## src/rtl/udp_tx_hdr_insert.sv

```systemverilog
// UDP transmit header insertion: prepends the 8-byte UDP header to a payload
// stream and hands addresses, length and timestamp to the IP stage.
//
// Ports:
//   clk, rst              clock, asynchronous active-high reset
//   in_hdr_*              header info (addresses, UDP header, timestamp)
//   in_data_*             payload stream, byte 0 at the MSB
//   out_meta_*            registered metadata towards the IP stage
//   out_data_*            UDP segment stream (header followed by payload)
module udp_tx_hdr_insert #(
  parameter int DATA_W = 256,
  parameter int PAD_W  = 5,
  parameter int TS_W   = 64
) (
  input  logic              clk,
  input  logic              rst,

  input  logic              in_hdr_val,
  input  logic [31:0]       in_src_ip,
  input  logic [31:0]       in_dst_ip,
  input  logic [63:0]       in_udp_hdr,
  input  logic [TS_W-1:0]   in_timestamp,
  output logic              in_hdr_rdy,

  input  logic              in_data_val,
  input  logic [DATA_W-1:0] in_data,
  input  logic              in_data_last,
  input  logic [PAD_W-1:0]  in_data_padbytes,
  output logic              in_data_rdy,

  output logic              out_meta_val,
  output logic [31:0]       out_src_ip,
  output logic [31:0]       out_dst_ip,
  output logic [15:0]       out_udp_len,
  output logic [TS_W-1:0]   out_timestamp,
  input  logic              out_meta_rdy,

  output logic              out_data_val,
  output logic [DATA_W-1:0] out_data,
  output logic              out_data_last,
  output logic [PAD_W-1:0]  out_data_padbytes,
  input  logic              out_data_rdy
);

  localparam int NBYTES = DATA_W / 8;

  // Output padding of the extra tail beat before adding the saved input pad.
  localparam logic [PAD_W:0] TAIL_BASE = (PAD_W + 1)'(NBYTES - 8);
  localparam logic [PAD_W:0] HDR_BYTES = (PAD_W + 1)'(8);

  typedef enum logic [2:0] {
    IDLE,
    FIRST,
    BODY,
    TAIL,
    WAIT_META
  } state_t;

  state_t             state_q;
  logic               meta_pend_q;
  logic [31:0]        src_q;
  logic [31:0]        dst_q;
  logic [63:0]        udp_q;
  logic [TS_W-1:0]    ts_q;
  logic [63:0]        carry_q;
  logic [PAD_W-1:0]   pad_q;

  logic               data_hs;
  logic [PAD_W:0]     pad_ext;
  logic               pad_big;
  logic [PAD_W:0]     pad_sub;
  logic [PAD_W:0]     tail_pad;
  logic [63:0]        lead_d;

  assign out_meta_val  = meta_pend_q;
  assign out_src_ip    = src_q;
  assign out_dst_ip    = dst_q;
  assign out_udp_len   = udp_q[31:16];
  assign out_timestamp = ts_q;

  assign data_hs  = in_data_val && in_data_rdy;
  assign pad_ext  = {1'b0, in_data_padbytes};
  // The 8 header bytes shift the stream; a last beat with at least 8 pad
  // bytes absorbs the shifted-out bytes, otherwise a tail beat is needed.
  assign pad_big  = pad_ext >= HDR_BYTES;
  assign pad_sub  = pad_ext - HDR_BYTES;
  assign tail_pad = TAIL_BASE + {1'b0, pad_q};
  assign lead_d   = (state_q == FIRST) ? udp_q : carry_q;

  always_comb begin
    in_hdr_rdy        = 1'b0;
    in_data_rdy       = 1'b0;
    out_data_val      = 1'b0;
    out_data          = '0;
    out_data_last     = 1'b0;
    out_data_padbytes = '0;
    unique case (state_q)
      IDLE: begin
        // State is forced to IDLE by reset, so gate the ready explicitly.
        in_hdr_rdy = !rst;
      end
      FIRST, BODY: begin
        in_data_rdy  = out_data_rdy;
        out_data_val = in_data_val;
        out_data     = {lead_d, in_data[DATA_W-1:64]};
        if (in_data_last && pad_big) begin
          out_data_last     = 1'b1;
          out_data_padbytes = pad_sub[PAD_W-1:0];
        end
      end
      TAIL: begin
        out_data_val      = 1'b1;
        out_data          = {carry_q, {(DATA_W-64){1'b0}}};
        out_data_last     = 1'b1;
        out_data_padbytes = tail_pad[PAD_W-1:0];
      end
      default: begin
      end
    endcase
  end

  always_ff @(posedge clk or posedge rst) begin
    if (rst) begin
      state_q     <= IDLE;
      meta_pend_q <= 1'b0;
      src_q       <= '0;
      dst_q       <= '0;
      udp_q       <= '0;
      ts_q        <= '0;
      carry_q     <= '0;
      pad_q       <= '0;
    end else begin
      // Metadata drains independently of the payload.
      if (meta_pend_q && out_meta_rdy) begin
        meta_pend_q <= 1'b0;
      end
      unique case (state_q)
        IDLE: begin
          if (in_hdr_val) begin
            src_q       <= in_src_ip;
            dst_q       <= in_dst_ip;
            udp_q       <= in_udp_hdr;
            ts_q        <= in_timestamp;
            meta_pend_q <= 1'b1;
            state_q     <= FIRST;
          end
        end
        FIRST, BODY: begin
          if (data_hs) begin
            carry_q <= in_data[63:0];
            if (!in_data_last) begin
              state_q <= BODY;
            end else if (pad_big) begin
              state_q <= WAIT_META;
            end else begin
              pad_q   <= in_data_padbytes;
              state_q <= TAIL;
            end
          end
        end
        TAIL: begin
          if (out_data_rdy) begin
            state_q <= WAIT_META;
          end
        end
        WAIT_META: begin
          if (!meta_pend_q || out_meta_rdy) begin
            state_q <= IDLE;
          end
        end
        default: begin
          state_q <= IDLE;
        end
      endcase
    end
  end

endmodule

```

## config.mk

```make
export PLATFORM = sky130hd
export DESIGN_NAME = udp_tx_hdr_insert
export DESIGN_NICKNAME = d
export VERILOG_FILES = /design/src/rtl/udp_tx_hdr_insert.sv
export SDC_FILE = /design/constraint.sdc
export NUM_CORES = 1
export LEC_CHECK = 0
export ABC_AREA = 0
export BUFFER_PORTS_ARGS = -buffer_cell sky130_fd_sc_hd__buf_2
export CAP_MARGIN = 10
export CORE_AREA = 5 5 336 338
export DETAILED_ROUTE_END_ITERATION = 10
export DIE_AREA = 0 0 341 343
export GPL_ROUTABILITY_DRIVEN = 0
export PLACE_DENSITY_LB_ADDON = 0.15
export REMOVE_ABC_BUFFERS = 1
export SYNTH_ARGS = -nofsm -noshare
export SYNTH_HDL_FRONTEND = slang
export SYNTH_SLANG_ARGS = --single-unit
export TNS_END_PERCENT = 1
```

## constraint.sdc

```tcl
create_clock -name clk -period 26.7 [get_ports clk]
set_input_delay 4.005 -clock clk [delete_from_list [all_inputs] [get_ports clk]]
set_output_delay 4.005 -clock clk [all_outputs]
set_load 0.05 [all_outputs]
```

==> results of run 1 <==
[how the worst max path moves through the flow]
stage,end,slack [ps],depth (start not counted)
6_report,out_data_padbytes[3],17330,7
5_1_grt,out_data_padbytes[3],17250,7
4_1_cts,out_data_padbytes[3],17350,7
3_5_place_dp,out_data_padbytes[3],17360,7
3_3_place_gp,out_data_padbytes[3],17380,7
2_1_floorplan,carry_q[0]$_DFFE_PP0P_,15400,1
[cells in the final DEF, fill, tap and decap left out, types with 2 or more instances in the layout]
cell,netlist,layout
dfrtp_4,0,3
nor2_1,2,2
clkbuf_1,17,8
clkbuf_16,0,38
diode_2,0,23
nor2_4,0,2
clkbuf_8,0,3
a22o_1,4,4
nor4_1,2,2
inv_1,6,5
and2_1,193,193
nand2_1,65,65
clkinv_2,0,5
mux2_1,73,73
o21ai_0,2,2
mux2_2,188,188
nand2b_1,2,2
nand3b_1,64,64
buf_4,26,13
nor3_1,3,3
dfrtp_1,265,262
a21oi_1,64,64
bufinv_16,0,2
buf_2,14,869
nor2b_1,3,3
[cell families after synthesis]
logic type      share of synthesized area
compound gates                     0.0337
xor+xnor                          0.00285
fa+ha+maj                         0.00177
buf+inv                            0.0507
flops                               0.520
mux                                 0.230
simple gates                        0.161
[registers in the layout (all words and copies together), names as in the netlist]
name           flops
carry_q           64
out_dst_ip        32
out_meta_val       1
out_src_ip        32
out_timestamp     64
pad_q              5
state_q            3
udp_q             64
[routing by layer]
layer	up-vias	part of all wire	GRT usage
met1	5773	0.31	0.120
li1	5228	-	-
met3	151	0.11	0.0651
met2	616	0.53	0.261
met5	-	0.0038	0
met4	44	0.044	0.0512
[stage by stage]
stage                      util  setup slack [ps]  instance area (um^2)  hold WS [ps]  instances
final                     0.179             17330                 19600           481       3345
after global routing      0.178             17250                 19600           507       3328
after CTS                 0.178             17350                 19600           485       3322
after detailed placement  0.168             17360                 18400           474       3262
after global placement    0.168             17380                 18400           468       3262
after floorplan               -             15400                 12100           458        954
[layout make-up]
type,instances,area [um^2],area share
diodes,23,57.6,0.00294
clock buffers,49,1020,0.0521
clock inverters,11,140,0.00715
inverters,6,30.0,0.00153
multi-input cells,683,5490,0.280
flip-flops and latches,265,6640,0.339
well taps,1426,1780,0.0910
repair buffers,882,4450,0.227
[worst max-delay path, cell delays in order]
cell and delay, ps:
buf_2 80, inv_1 40, ha_1 220, nand2b_1 190
nor3_1 360, o2bb2ai_1 170, buf_2 280
==> results.yml, run 1 <==
global_routing:
  overflow: 0
  first_global_vias: 13200
  grt_max_degree: 131
  grt_pass1_wl_mm: 111
  antenna_found_initial: 58
  grt_use_total: 0.135
yosys:
  syn_inst: 1050
  syn_area_um2: 12800
  synth_top_cell_by_area: "dfrtp_1"
  yosys.area.top_type_share: 0.520
  ys_warn_count: 0
  synth_most_common_cell: "dfrtp_1"
  synth_edf_count: 0
  synthDistinctLibCells: 38
  syn_area_per_cell_um2: 12.1
  async_flop_share: 1.00
  ys_ff_latch: 265
  ys_seq_area_frac: 0.520
  synth.area.top_cells: "dfrtp_1 (52%), mux2_2 (17%), and2_1 (9.5%)"
  synth_flop_cell: "dfrtp_1"
  netlist_top_cells_count: "dfrtp_1 (265), and2_1 (193), mux2_2 (188)"
placement:
  detailed_place_hpwl_mm: 66.8
  io_buffers: 869
routing:
  totalWireLength_mm: 82.9
  drt_iter0_drc: 280
  drtAntennaViolNets: 0
  via_per_inst: 3.53
  dr_total_vias: 11800
  first_pass_iters: 4
  wire_per_inst_um: 24.8
  drc_errors: 0
setup_path:
  cp-end-kind: "output port"
  crit_fanout: 4
  r2r_cells: 5
  ff2ff_setup_slack_ps: 23130
  crit_start: "in_data_padbytes[3]"
  path_class: "in -> out"
  timing.rr.start: "state_q[1]$_DFFE_PP0P_"
  cp.arrival_ps: 5360
  worstPathRequired_ps: 22690
  worstSetupStartpointType: "primary input"
  r2r_end: "udp_q[33]$_DFFE_PP0P_"
sta:
  fin_crit_ps: 9370
  setup_viol: 0
  slew_headroom: 0.306
  finClkSkew_ps: 45.2
  slew_viol_final: 0
  tightestPinTransition_ps: 1040
  max_clock_freq_mhz: 107
  period_share: 0.351
  rsz0062_at_grt: "no"
  tns_ps: 0
  hold_violations: 0
die:
  die_x_um: 341
  ioPinCount: 870
  rows: 122
  dieHeight_um: 343
  die-area_um2: 117000
  coreArea_um2: 110000
  start_util: 0.116
clock_network:
  cts_tree: "yes"
  cts-resized-gates: 0
  cts_buffer_depth: 3
  numCtsBuffers: 37
  clk_pin_slew_ps: 40
  cts_root_buffer: "clkbuf_16"
  clock-sinks: 265
  post-cts-setup-buffers: 0
  htreeDepth: 2
  hold_buffers: 0
  worst_skew_pair.late_latency_ps: 560
worst_hold_path:
  holdPathStages: 1
  whs_endpoint: "carry_q[40]$_DFFE_PP0P_"
  min_from: "carry_q[40]$_DFFE_PP0P_"
  hold_class: "reg -> reg"
cells_and_area:
  nets: 2336
  nFillCells: 12300
  drive_above_1_share: 0.597
  syn_to_final_growth_pct: 53.8
status:
  status: "finished, final reports clean"
run:
  max_cap_viol_count: 0
Power of run 1 is not shown: default switching activity piles up to over one toggle a cycle in this logic, so the estimate is an artifact.
==> run 2: changes to the inputs <==
==> constraint.sdc (replaced) <==
create_clock -name clk -period 8.1 [get_ports clk]
set_input_delay 1.215 -clock clk [delete_from_list [all_inputs] [get_ports clk]]
set_output_delay 1.215 -clock clk [all_outputs]
set_load 0.05 [all_outputs]
==> run 2 against run 1 <==
Flip-flop and latch count unchanged; critical path depth down 1; routed wire length down 0.51%; via count up 0.15%; worst setup slack worse by 15000 ps; clock skew down 30 ps; global-route usage down 0.053 points; cell area about the same; count of clock-buffer cells in the layout down 3; non-clock buffer count down 3; final cell count about the same; die area unchanged; critical endpoint is now out_data[155]; largest cell class unchanged.
==> results.yml, run 2 (synthesized netlist as in run 1, its figures left out) <==
routing:
  dr_total_vias: 11800
  totalWireLength_mm: 82.5
  wl_met3_mm: 7.84
  drc_errors: 0
  drt_iter0_drc: 426
  first_pass_iters: 4
  routed.top_layer: "met5"
  wl_met1_mm: 26.5
  route.met2.wl_mm: 44.4
  via_per_inst: 3.54
  wire_per_inst_um: 24.7
  drtAntennaViolNets: 0
clock_network:
  cts_buffer_depth: 3
  clk_pin_slew_ps: 50
  cts_root_buffer: "clkbuf_16"
  htreeDepth: 2
  clock-sinks: 265
  post-cts-setup-buffers: 0
  worst_skew_pair.late_latency_ps: 550
  numCtsBuffers: 37
  cts-resized-gates: 0
  hold_buffers: 0
  cts_tree: "yes"
die:
  coreArea_um2: 110000
  die-area_um2: 117000
  dieHeight_um: 343
  rows: 122
  start_util: 0.116
  die_x_um: 341
  ioPinCount: 870
global_routing:
  overflow: 0
  grt_use_total: 0.134
  grt_pass1_wl_mm: 111
  grt_max_degree: 132
  antenna_found_initial: 53
  first_global_vias: 13000
placement:
  place_inst: 3259
  detailed_place_hpwl_mm: 66.4
  place_ws_ps: 3280
  io_buffers: 869
sta:
  rsz0062_at_grt: "no"
  slew_headroom: 0.278
  tns_ps: 0
  period_share: 0.653
  finClkSkew_ps: 15.5
  layout_setup_ws_ps: 2810
  tightestPinTransition_ps: 1080
  hold_violations: 0
  setup_viol: 0
  slew_viol_final: 0
  fin_crit_ps: 5290
  max_clock_freq_mhz: 189
cells_and_area:
  fin_cells: 3342
  nFillCells: 12300
  utilization: 0.179
  regArea_um2: 6640
  syn_to_final_growth_pct: 53.9
  multi_input_area_um2: 5490
  layout_commonest_cell: "buf_2"
  drive_above_1_share: 0.598
  nets: 2333
  layout_common_cells: "buf_2 (869), dfrtp_1 (262), and2_1 (193)"
status:
  status: "finished, final reports clean"
setup_path:
  worstSetupStartpointType: "flip-flop"
  cp-end-kind: "output port"
  path_class: "reg -> out"
  cp.arrival_ps: 4080
  crit_fanout: 129
  worstPathRequired_ps: 6880
worst_hold_path:
  hold_class: "reg -> reg"
run:
  max_cap_viol_count: 0
run 2: cell count changes in the layout (fill, tap and decap cells not counted):
cell and change:
inv_16 +1, clkinv_2 +4, diode_2 -2, clkbuf_1 -3, buf_12 +2, clkinv_16 -1
clkinv_8 +1, buf_4 -5
run 2: path summary, 6_finish.rpt:
| kind | to | start | depth (start not counted) | slack, ps |
|---|---|---|---|---|
| worst max-delay path | out_data[155] | state_q[0]$_DFFE_PP0P_ | 6 | 2810 |
| min in group asynchronous | carry_q[5]$_DFFE_PP0P_ | rst | 2 | 770 |
| worst max register to register | carry_q[38]$_DFFE_PP0P_ | state_q[0]$_DFFE_PP0P_ | 5 | 4960 |
| worst min-delay path | out_timestamp[34]$_DFFE_PP0P_ | out_timestamp[34]$_DFFE_PP0P_ | 1 | 480 |
| worst min register to register | out_timestamp[34]$_DFFE_PP0P_ | out_timestamp[34]$_DFFE_PP0P_ | 1 | 480 |
| max in group asynchronous | state_q[2]$_DFFE_PP0P_ | rst | 3 | 5890 |
run 2: per-layer routing:
layer	global-route usage	vias up
li1	-	5242
met4	0.0511	42
met2	0.262	639
met3	0.0561	158
met1	0.124	5749
met5	0	-
run 2: layout make-up:
class	instances	share of cell area
flip-flops and latches	265	0.339
clock inverters	16	0.00848
clock buffers	46	0.0515
inverters	6	0.00153
repair buffers	879	0.227
well taps	1426	0.0909
multi-input cells	683	0.280
diodes	21	0.00268
run 2: per-stage QoR:
step,cell area (um^2),hold WS (ps)
after floorplan,12100,458
after global placement,18400,466
after detailed placement,18400,471
after CTS,19600,484
after global routing,19600,499
final,19600,478
run 2: critical path, cell delays in order, from the launching register on:
cell,delay (ps)
dfrtp_4,1120
xnor2_4,210
nor2_4,130
buf_4,440
buf_4,790
and2_1,370
buf_2,320
Power of run 2 is left out for the same reason.
==> run 3: changes to the inputs <==
--- a/config.mk
+++ b/config.mk
@@ -5,12 +5,12 @@
 export SDC_FILE = /design/constraint.sdc
 export NUM_CORES = 1
 export LEC_CHECK = 0
-export ABC_AREA = 0
+export ABC_AREA = 1
 export BUFFER_PORTS_ARGS = -buffer_cell sky130_fd_sc_hd__buf_2
 export CAP_MARGIN = 10
-export CORE_AREA = 5 5 336 338
+export CORE_AREA = 5 5 340 342
 export DETAILED_ROUTE_END_ITERATION = 10
-export DIE_AREA = 0 0 341 343
+export DIE_AREA = 0 0 345 347
 export GPL_ROUTABILITY_DRIVEN = 0
 export PLACE_DENSITY_LB_ADDON = 0.15
 export REMOVE_ABC_BUFFERS = 1
==> constraint.sdc (replaced) <==
create_clock -name clk -period 5.1 [get_ports clk]
set_input_delay 0.765 -clock clk [delete_from_list [all_inputs] [get_ports clk]]
set_output_delay 0.765 -clock clk [all_outputs]
set_load 0.05 [all_outputs]
==> run 3 against run 2 <==
Critical path depth is 1 higher; synthesized cell count grew 72%; cell area is 2.5% higher; first-iteration DRC count increased by 85%; worst setup slack worse by 1500 ps; non-clock buffer count increased by 13; final cell count grew 24%; die area grew 2.4%; global-route usage down 0.83 points; clock skew is 0.67 ps higher.
==> results.yml, run 3 <==
status:
  status: "finished, final reports clean"
clock_network:
  htreeDepth: 2
  cts_tree: "yes"
  cts-resized-gates: 0
  worst_skew_pair.late_latency_ps: 580
  numCtsBuffers: 37
  post-cts-setup-buffers: 0
  cts_buffer_depth: 3
  clk_pin_slew_ps: 50
  clock-sinks: 265
  cts_root_buffer: "clkbuf_16"
  hold_buffers: 0
setup_path:
  ff2ff_setup_slack_ps: 1970
  cp.arrival_ps: 2990
  max_stage_delay_ps: 710
  worstPathRequired_ps: 4340
  crit_fanout: 61
  path_class: "reg -> out"
  path_cells: "inv_2 > nand2_1 > nor2_2 > inv_6 > buf_4 > nor2_1 > buf_2"
  worstSetupStartpointType: "flip-flop"
  slowest_stage: "dfrtp_2"
  cp-end-kind: "output port"
cells_and_area:
  multi_input_area_um2: 4730
  syn_to_final_growth_pct: 54.7
  utilization: 0.179
  nFillCells: 13100
  drive_above_1_share: 0.365
  layout_common_cells: "buf_2 (868), nand2_1 (718), inv_1 (270)"
  layout_commonest_cell: "buf_2"
  regArea_um2: 6640
  nets: 3070
yosys:
  synth_edf_count: 0
  ys_seq_area_frac: 0.510
  synth_top_cell_by_area: "dfrtp_1"
  async_flop_share: 1.00
  synth_flop_cell: "dfrtp_1"
  netlist_top_cells_count: "nand2_1 (719), inv_1 (271), dfrtp_1 (265)"
  synthDistinctLibCells: 21
  ys_ff_latch: 265
  syn_area_um2: 13000
  ys_warn_count: 0
  syn_inst: 1802
  syn_area_per_cell_um2: 7.21
  synth_most_common_cell: "nand2_1"
  synth.area.top_cells: "dfrtp_1 (51%), nand2_1 (21%), inv_1 (7.8%)"
  yosys.area.top_type_share: 0.510
routing:
  totalWireLength_mm: 79.1
  first_pass_iters: 5
  drt_iter0_drc: 789
  drtAntennaViolNets: 0
  wire_per_inst_um: 19.1
  via_per_inst: 3.41
  drc_errors: 0
  dr_total_vias: 14200
sta:
  setup_viol: 0
  rsz0062_at_grt: "no"
  period_share: 0.737
  max_clock_freq_mhz: 266
  layout_setup_ws_ps: 1340
  tightestPinTransition_ps: 834
  hold_violations: 0
  fin_crit_ps: 3760
  slew_viol_final: 0
  slew_headroom: 0.444
  finClkSkew_ps: 16.2
global_routing:
  antenna_found_initial: 35
  first_global_vias: 14700
  grt_use_total: 0.126
  overflow: 0
  grt_max_degree: 89
  grt_pass1_wl_mm: 111
die:
  ioPinCount: 870
  coreArea_um2: 112000
  die_x_um: 345
  rows: 123
  die-area_um2: 120000
  dieHeight_um: 347
  start_util: 0.116
placement:
  io_buffers: 869
  place_ws_ps: 1920
  detailed_place_hpwl_mm: 62.3
power:
  powerDensity_nw_per_um2: 861
  p_leak_nw: 11.9
  total_power_mw: 17.3
  vdd_drop_max_v: 0.000281
run:
  max_cap_viol_count: 0
worst_hold_path:
  hold_class: "in -> async"
-- run 3: report_power, final --
group	switching [mW]	leakage, nW	total, mW	internal, mW
registers	0.555	3.29	3.66	3.10
logic	8.88	8.05	11.0	2.09
clock network	1.06	0.603	2.68	1.62
-- run 3: metrics by stage --
step           cells  instance area, um^2   TNS, ps  hold slack (ps)
6_report        4144                20100         0              299
3_5_place_dp    4070                18900         0              458
3_3_place_gp    4070                18900         0              457
4_1_cts         4132                20100         0              316
2_1_floorplan   1678                12400  -1292160              442
5_1_grt         4134                20100         0              341
-- run 3: area by class of cell --
class,count,share of cell area
inverters,274,0.0520
multi-input cells,1139,0.235
diodes,12,0.00149
well taps,1500,0.0933
repair buffers,892,0.227
clock buffers,53,0.0536
clock inverters,9,0.00728
flip-flops and latches,265,0.330
-- run 3: path summary, 6_finish.rpt --
path	startpoint	endpoint	cells past startpoint
max in group asynchronous	rst	out_timestamp[58]$_DFFE_PP0P_	3
worst max-delay path	state_q[2]$_DFFE_PP0P_	out_data[185]	7
min in group clk	in_udp_hdr[24]	udp_q[24]$_DFFE_PP0P_	3
worst min register to register	carry_q[42]$_DFFE_PP0P_	carry_q[42]$_DFFE_PP0P_	2
worst max register to register	state_q[2]$_DFFE_PP0P_	carry_q[12]$_DFFE_PP0P_	9
worst min-delay path	rst	pad_q[3]$_DFFE_PP0P_	2
-- run 3: cells by family after synthesis --
group,Yosys count,share of synthesized area
buffers and inverters,398,0.127
adder cells (fa/ha/maj),1,0.000963
AO/OA/AOI/OAI,142,0.0650
AND/OR/NAND/NOR,996,0.296
flip-flops,265,0.510
-- run 3: worst max-delay path, delay by kind of cell (launching register included) --
family | cells | cell delay [ps]
flops | 1 | 710
simple gates | 3 | 320
buf+inv | 4 | 1300
-- run 3: layer usage --
| layer | vias to the layer above | routed length (um) | track usage |
|---|---|---|---|
| met1 | 6503 | 29200 | 0.135 |
| met5 | - | 164 | 0 |
| met2 | 528 | 41600 | 0.236 |
| li1 | 6982 | - | - |
| met4 | 24 | 2310 | 0.0398 |
| met3 | 113 | 5790 | 0.0402 |
Power figures use the tool's default switching activity.
